[config.mk]
export PLATFORM = sky130hd
export DESIGN_NAME = ex_stage_skid_reg
export DESIGN_NICKNAME = d
export VERILOG_FILES = /design/src/rtl/ex_stage_skid_reg.sv
export SDC_FILE = /design/constraint.sdc
export NUM_CORES = 1
export LEC_CHECK = 0
export ABC_AREA = 0
export CAP_MARGIN = 20
export CELL_PAD_IN_SITES_DETAIL_PLACEMENT = 1
export CELL_PAD_IN_SITES_GLOBAL_PLACEMENT = 1
export CORE_MARGIN = 2
export CORE_UTILIZATION = 40
export CTS_CLUSTER_SIZE = 8
export DETAILED_ROUTE_END_ITERATION = 10
export PLACE_DENSITY_LB_ADDON = 0.1
export SYNTH_ARGS = -nofsm -noshare
export SYNTH_HDL_FRONTEND = slang
export SYNTH_SLANG_ARGS = --single-unit
[constraint.sdc]
create_clock -name clk -period 2.9 [get_ports clk]
set_input_delay 0.29 -clock clk [delete_from_list [all_inputs] [get_ports clk]]
set_output_delay 0.29 -clock clk [all_outputs]
set_load 0.02 [all_outputs]
[src/rtl/ex_stage_skid_reg.sv]
// Decode-to-execute pipeline register with a valid/ready handshake, a two-entry
// skid buffer (main + skid) and synchronous flush. in_ready is fully registered.
module ex_stage_skid_reg #(
  parameter int DATA_W  = 32,
  parameter int NUM_OPS = 3,
  parameter int REG_AW  = 4,
  parameter int ALU_W   = 3,
  parameter int CTRL_W  = 6
) (
  input  logic                      clk,
  input  logic                      rst,
  input  logic                      flush,
  input  logic                      in_valid,
  output logic                      in_ready,
  input  logic [NUM_OPS*DATA_W-1:0] ops_i,
  input  logic [REG_AW-1:0]         dest_reg_i,
  input  logic [ALU_W-1:0]          alu_ins_i,
  input  logic [CTRL_W-1:0]         ctrl_i,
  output logic                      out_valid,
  input  logic                      out_ready,
  output logic [NUM_OPS*DATA_W-1:0] ops_o,
  output logic [REG_AW-1:0]         dest_reg_o,
  output logic [ALU_W-1:0]          alu_ins_o,
  output logic [CTRL_W-1:0]         ctrl_o
);

  localparam int OPS_W = NUM_OPS * DATA_W;
  localparam int PAY_W = OPS_W + REG_AW + ALU_W + CTRL_W;

  logic             r_m_vld;
  logic             r_s_vld;
  logic             r_in_ready;
  logic [PAY_W-1:0] r_m_pay;
  logic [PAY_W-1:0] r_s_pay;

  logic [PAY_W-1:0] w_in_pay;
  logic             w_in_fire;
  logic             w_out_fire;
  logic             w_m_free;

  assign w_in_pay   = {ops_i, dest_reg_i, alu_ins_i, ctrl_i};
  assign w_in_fire  = in_valid & r_in_ready;
  assign w_out_fire = r_m_vld & out_ready;
  assign w_m_free   = ~r_m_vld | w_out_fire;

  // ---- main / skid storage update ----
  always_ff @(posedge clk or negedge rst) begin
    if (!rst) begin
      r_m_vld    <= 1'b0;
      r_s_vld    <= 1'b0;
      r_in_ready <= 1'b1;
      r_m_pay    <= '0;
      r_s_pay    <= '0;
    end else if (flush) begin
      r_m_vld    <= 1'b0;
      r_s_vld    <= 1'b0;
      r_in_ready <= 1'b1;
    end else if (w_m_free) begin
      if (r_s_vld) begin
        // Skid entry is older than anything arriving now, so it moves up first.
        r_m_pay    <= r_s_pay;
        r_m_vld    <= 1'b1;
        r_s_vld    <= w_in_fire;
        r_in_ready <= ~w_in_fire;
        if (w_in_fire) begin
          r_s_pay <= w_in_pay;
        end
      end else begin
        r_m_vld    <= w_in_fire;
        r_in_ready <= 1'b1;
        if (w_in_fire) begin
          r_m_pay <= w_in_pay;
        end
      end
    end else if (w_in_fire) begin
      r_s_pay    <= w_in_pay;
      r_s_vld    <= 1'b1;
      r_in_ready <= 1'b0;
    end
  end

  // ---- presented entry ----
  assign in_ready   = r_in_ready;
  assign out_valid  = r_m_vld;
  assign ops_o      = r_m_pay[PAY_W-1 -: OPS_W];
  assign dest_reg_o = r_m_pay[ALU_W+CTRL_W +: REG_AW];
  assign alu_ins_o  = r_m_pay[CTRL_W +: ALU_W];
  // A bubble must never write state or redirect the PC.
  assign ctrl_o     = r_m_vld ? r_m_pay[CTRL_W-1:0] : '0;

endmodule

Word-level counts from Yosys, hierarchy flattened
Cells that the tools add are included.

Input bits: 114. Bits in registers: 221.

Equal/unequal tests: 1. Bitwise logic cells: 6. Reduce and logical (&&, ||, !) cells: 5. Mux-type cells: 17.

Operator list (count): $mux W109 (5); $mux W1 (11); $mux W6 (1); $reduce_bool A2 Y1 (2); $not A1 Y1 (3); $reduce_and A3 Y1 (1); $reduce_bool A3 Y1 (1); $and A1 B1 Y1 (2); $ne A2 B2 Y1 const B (1); $reduce_and A2 Y1 (1); $or A1 B1 Y1 (1).

Depth between registers and ports, before layout
Gate-level depths: netlist of run 1.

Word-level depth: 5. Depth in mapped cells: 6. Depth with buffers taken out: 3.

Least setup slack after synthesis of run 1
OpenSTA, ideal clock, no wires.

Path type: register to register. From: reg r_in_ready, in the netlist in_ready. To: reg r_s_pay[100]. Cell stages (with the launch flop): 7. Path buffers: 3. Slack: 1.159 ns. Setup time: 0.125 ns. Data arrival time: 1.616 ns. Period minus slack after synthesis: 1.741 ns. Data required time: 2.775 ns. Path through: dfstp_2 > nand2_1 > a211oi_2 > buf_4 > buf_8 > buf_12 > mux2_4.

Word-level cells in the longest chain between the ends: 4.

RTL lines: from (decl) (line 32) `logic r_in_ready;`; from (signal assigned) (line 64) `r_in_ready <= ~w_in_fire;`; $and A1 B1 Y1 * (line 42) `assign w_in_fire = in_valid & r_in_ready;`; $mux W109 *; $mux W109; $mux W109 *; to (signal assigned) (line 66) `r_s_pay <= w_in_pay;`; to (signal assigned) (line 76) `r_s_pay <= w_in_pay;`; to (decl) (line 34) `logic [PAY_W-1:0] r_s_pay;`.

Every way passes the cells marked *; elsewhere a longest branch is shown, timed or not. The select of a mux whose other input is x is not followed. A chain may end at the register's enable or synchronous reset.

Worst setup path after layout of run 1
From: reg r_s_vld. To: reg r_s_pay[21].

Word-level cells in the longest chain between the ends: 2.

RTL lines: from (decl) (line 31) `logic r_s_vld;`; from (signal assigned) (line 63) `r_s_vld <= w_in_fire;`; $ne A2 B2 Y1 (no line); $reduce_and A2 Y1 (no line).

Every way passes these cells.

==> flow_summary_export.csv, run 1 <==
group,metric,value,unit
timing,slew_violations,0,
clock_network,h-tree-depth,1,
finish,syn_to_final_growth,25.71,%
yosys,netlist_instances,705,
setup_path,worstSetupStartpointType,"flop",
timing,rsz0062_at_grt,"no",
clock_network,clkSlewWorstSetupHoldPaths,0.06,ns
clock_network,clk_path_buf_depth,3,
power,cellPowerDensity,755.1,nW/um2
placement,place_congestion,0.7119,
clock_network,tritoncts,"done",
clock_network,cts_buffers,31,
clock_network,cts_resized,0,
setup_path,crit_fanout,61,
yosys,synth_area,10430,um2
timing,hold_viol_final,0,
die,dieWidth,165.5,um
clock_network,cts_root_buf,"clkbuf_16",
drt,routed_via_density,4.931,
power,power.leakage,5.346,nW
clock_network,insertion_delay,0.53,ns
setup_path,rr_startpoint,"r_s_vld",
die,start_util,40.36,%
timing,setup_viol,0,
worst_hold_path,holdCritPathClass,"in -> async",
power,ir_drop,0.4587,mV
yosys,synthFlopType,"dfrtp_1",
yosys,yosys.cell_types.count,21,
global_route,grtUsageTotal,16.86,%
placement,io_buffers,224,
drt,vias,5828,
clock_network,ctsHoldBuffers,1,
timing,clock_skew,0.01258,ns
die,die_area,27380,um2
setup_path,end_kind,"flop",
yosys,post_synth.cell_area_avg,14.79,um2
yosys,async_flop_share,100.0,%
finish,drive_above_1_share,44.44,%
finish,final_util,50.74,%
timing,period_needed,2.099,ns
timing,fin_crit_sh,72.39,%
die,core_area,25840,um2
drt,routedWlPerCell,19.36,um
global_route,overflow,0,
setup_path,rr_endpoint,"r_s_pay[21]",
finish,nets,948,
drt,first_iter_violations,134,
placement,hpwl,15020,um
setup_path,cp_data_required_time,3.31,ns
die,die_h,165.5,um
timing,clock.fmax,476.3,MHz
status,status,"completed",
die,ios,225,
setup_path,worst-endpoint-arrival,2.51,ns
setup_path,r2r_slack,0.80,ns
yosys,yosysSeqAreaShare,53.04,%
clock_network,clock_sinks,221,
yosys,ys_warn_count,0,
yosys,synthesis.nets,819,
drt,drt_wl_total,22890,um
setup_path,r2r_cells,4,
finish,final_cell_mix,"mux2_2 (307), clkdlybuf4s50_1 (223), dfrtp_1 (219)",
die,num_rows,59,
timing,tns,0,ns
clock_network,postCtsSetupBuffers,0,
drt,drc,0,
global_route,grt_pass1_vias,6575,
finish,final_common_cell,"mux2_2",
flow_run,maxCapViolations,0,
global_route,grt_max_degree,89,
drt,antenna_left,0,
global_route,grt_pass1_wl,36440,um
timing,slew_headroom,44.77,%
drt,firstDrtPassIters,4,
timing,tightest_slew,0.8284,ns
yosys,synth_edf_count,0,
global_route,antenna_found_initial,2,
power,power,9.900,mW
setup_path,crit_type,"reg -> reg",
timing,hold_ws,0.3213,ns
yosys,synth-seq-cells,221,
[flip-flops by register name, indices dropped and copies added, names as in the netlist]
signal and flops:
out_valid 1, r_s_pay 109, r_m_pay 109, r_s_vld 1
in_ready 1
[critical path, stage by stage, from the launching register on]
cell and delay [ns]:
dfrtp_4 0.67, inv_1 0.15, a211oi_4 0.35, buf_12 0.38, mux2_2 0.39
[where the power goes]
part / switching (mW) / internal (mW)
clock: 1.25 / 1.95
sequential: 0.416 / 3.88
combinational: 0.979 / 1.43
total: 2.65 / 7.25
[per-layer routing]
layer / GRT usage [%] / up-vias / part of all wire, % / routed length, um
met5: 0 / - / 0.039 / 9
met4: 4.193 / 2 / 1.9 / 433
met3: 5.070 / 39 / 7.7 / 1771
met2: 28.12 / 169 / 49 / 11140
met1: 21.48 / 2993 / 42 / 9537
li1: - / 2625 / - / -
[cell type report]
cell class	count	area (um2)
clock buffers	44	834.6
clock inverters	1	8.758
diodes	1	2.502
flip-flops and latches	221	5535
repair buffers	235	2419
multi-input cells	343	3884
inverters	2	7.507
well taps	335	419.2
fillers	2537	12730
[worst max-delay path by stage]
stage,start,endpoint,slack [ns],cells past startpoint
after floorplan,in_ready,r_s_pay[100],1.16,6
after global placement,out_ready,r_s_pay[38],0.67,5
after detailed placement,out_ready,r_s_pay[23],0.64,5
after CTS,out_valid,ctrl_o[1],0.73,2
after global routing,out_valid,ctrl_o[3],0.68,2
final,r_s_vld,r_s_pay[21],0.80,4
[synthesized netlist by cell type (2+ instances only)]
cell type  number  area [um2]
buf_2          19       95.09
mux2_4         20       300.3
buf_6           3       33.78
a21oi_1         2       10.01
mux2_2        307        3457
buf_4         113       848.3
inv_1           2       7.510
dfrtp_1       220        5505
nand2_1         2       7.510
and2_1          6       37.54
[kinds of logic (layout without fill, tap and decap cells)]
| group | count (synthesis) | in the layout | synth area share (%) |
|---|---|---|---|
| compound gates | 4 | 4 | 0.3119 |
| fa+ha+maj | 1 | 1 | 0.09598 |
| buf+inv | 141 | 282 | 9.850 |
| flops | 221 | 221 | 53.04 |
| mux | 327 | 327 | 36.03 |
| other cells | 0 | 1 | 0 |
| simple gates | 11 | 11 | 0.6719 |
[through the flow]
stage                     setup slack, ns  instances  instance area (um2)
after detailed placement           0.6402       1135                12250
after global routing               0.6792       1181                13110
final                              0.8006       1182                13110
after floorplan                     1.159        705                10430
after CTS                          0.7258       1181                13110
after global placement             0.6745       1135                12250
Power figures use the tool's default switching activity.
==> run 2, diff against run 1 <==
--- a/config.mk
+++ b/config.mk
@@ -10,7 +10,7 @@
 export CELL_PAD_IN_SITES_DETAIL_PLACEMENT = 1
 export CELL_PAD_IN_SITES_GLOBAL_PLACEMENT = 1
 export CORE_MARGIN = 2
-export CORE_UTILIZATION = 40
+export CORE_UTILIZATION = 38
 export CTS_CLUSTER_SIZE = 8
 export DETAILED_ROUTE_END_ITERATION = 10
 export PLACE_DENSITY_LB_ADDON = 0.1
==> constraint.sdc (replaced) <==
create_clock -name clk -period 1.8 [get_ports clk]
set_input_delay 0.18 -clock clk [delete_from_list [all_inputs] [get_ports clk]]
set_output_delay 0.18 -clock clk [all_outputs]
set_load 0.02 [all_outputs]
==> run 2 against run 1 <==
Effect of this change: critical path depth increased by 2; combinational power up 69%; largest power group unchanged; highest routed layer is now met4; first-iteration DRC count rose by 29%; die area grew 5.1%; routed wire length increased by 12%.
==> flow_summary_export.csv, run 2 (synthesized netlist as in run 1, its figures left out) <==
group,metric,value,unit
drt,routedWlPerCell,20.85,um
timing,slew_headroom,68.74,%
drt,first_iter_violations,173,
setup_path,end_kind,"flop",
placement,hpwl,16890,um
timing,clock.fmax,559.4,MHz
placement,place_congestion,0.7387,
timing,slew_violations,0,
finish,reg_top3,"r_m_pay (109), r_s_pay (109)",
clock_network,cts_root_buf,"clkbuf_16",
finish,drive_above_1_share,47.01,%
timing,fin_crit_sh,99.31,%
finish,fillers,2596,
timing,tns,0,ns
global_route,grt_pass1_wl,38970,um
timing,tightest_slew,0.4690,ns
global_route,grtUsageTotal,17.14,%
die,core_area,26950,um2
power,ir_drop,0.7829,mV
drt,firstDrtPassIters,6,
clock_network,clk_path_buf_depth,3,
clock_network,insertion_delay,0.53,ns
setup_path,crit_fanout,7,
timing,clock_skew,0.007334,ns
global_route,antenna_found_initial,1,
timing,rsz0062_at_grt,"yes",
clock_network,h-tree-depth,1,
flow_run,maxCapViolations,0,
status,status,"completed",
clock_network,clock_sinks,221,
die,dieWidth,169.7,um
timing,hold_viol_final,0,
setup_path,cp_data_required_time,2.21,ns
timing,period_needed,1.788,ns
power,cellPowerDensity,1180,nW/um2
drt,vias,6022,
drt,routed_via_density,4.908,
die,num_rows,60,
setup_path,worst-endpoint-arrival,2.19,ns
die,die_area,28780,um2
placement,io_buffers,224,
clock_network,clkSlewWorstSetupHoldPaths,0.05,ns
finish,nets,987,
die,ios,225,
finish,syn_to_final_growth,31.54,%
power,power.leakage,5.667,nW
drt,antenna_left,0,
die,die_h,169.7,um
power,power,16.19,mW
setup_path,crit_type,"reg -> reg",
die,start_util,38.70,%
drt,drc,0,
setup_path,worstSetupStartpointType,"flop",
finish,final_cell_mix,"mux2_2 (306), dfrtp_1 (219), clkdlybuf4s50_1 (215)",
setup_path,r2r_slack,0.01,ns
timing,setup_viol,0,
drt,drt_wl_total,25590,um
global_route,grt_pass1_vias,6884,
clock_network,cts_buffers,31,
clock_network,tritoncts,"done",
global_route,grt_max_degree,58,
global_route,overflow,0,
finish,final_common_cell,"mux2_2",
worst_hold_path,holdCritPathClass,"in -> async",
==> run 2: per-stage QoR <==
step                      setup slack, ns  instances  hold slack, ns  area, um2  utilization (%)
after global placement            -0.1908       1164          0.1334      12510            46.42
after global routing             -0.02606       1227          0.1874      13720            50.90
after detailed placement          -0.2465       1164          0.1439      12510            46.42
after CTS                        -0.08141       1212          0.1859      13390            49.69
final                             0.01247       1227          0.1551      13720            50.90
after floorplan                   0.05869        705         -0.1156      10430                -
==> run 2: critical path, stage by stage (launching register included) <==
cell and delay (ns):
dfstp_2 0.55, a21oi_2 0.08, nor3b_4 0.22, buf_6 0.15, buf_12 0.15, clkbuf_16 0.17
mux2_2 0.34
==> run 2: cell type report <==
type	count	area (um2)	area share (%)
inverter	2	7.507	0.05472
tap	341	426.7	3.110
antenna	1	2.502	0.01824
timing repair buffer	274	3014	21.97
multi-input combinational	343	3894	28.38
sequential	221	5535	40.35
clock buffer	45	838.3	6.111
==> run 2: final timing paths <==
kind | startpoint | to | depth (start not counted)
max in group asynchronous | rst | r_s_pay[4] | 3
min reg2reg | r_s_pay[84] | r_s_pay[84] | 1
min | rst | r_s_pay[108] | 2
max reg2reg | in_ready | r_m_pay[34] | 6
max | in_ready | r_m_pay[34] | 6
min in group clk | ops_i[16] | r_s_pay[29] | 2
==> run 2: where the power goes <==
| group | switching [mW] | internal [mW] | total [mW] |
|---|---|---|---|
| Clock | 2.05 | 3.14 | 5.18 |
| Combinational | 1.65 | 2.42 | 4.07 |
| Sequential | 0.689 | 6.25 | 6.94 |
| Total | 4.39 | 11.8 | 16.2 |
==> run 2: timing repair <==
item,in CTS,in global routing
cloned,1,10
hold endpoints to repair,49,0
gates resized for setup,10,21
endpoints found under the setup margin,135,203
pin swaps,0,2
buffers inserted,1,4
hold buffers,1,0
==> run 2: routing by layer <==
| layer | wire, um | share of wire, % | GRT usage [%] | vias to the layer above |
|---|---|---|---|---|
| met1 | 10930 | 43 | 22.08 | 3112 |
| met5 | 0 | 0 | 0 | - |
| li1 | - | - | - | 2707 |
| met2 | 12980 | 51 | 30.01 | 166 |
| met4 | 543 | 2.1 | 3.865 | 0 |
| met3 | 1142 | 4.5 | 3.195 | 37 |
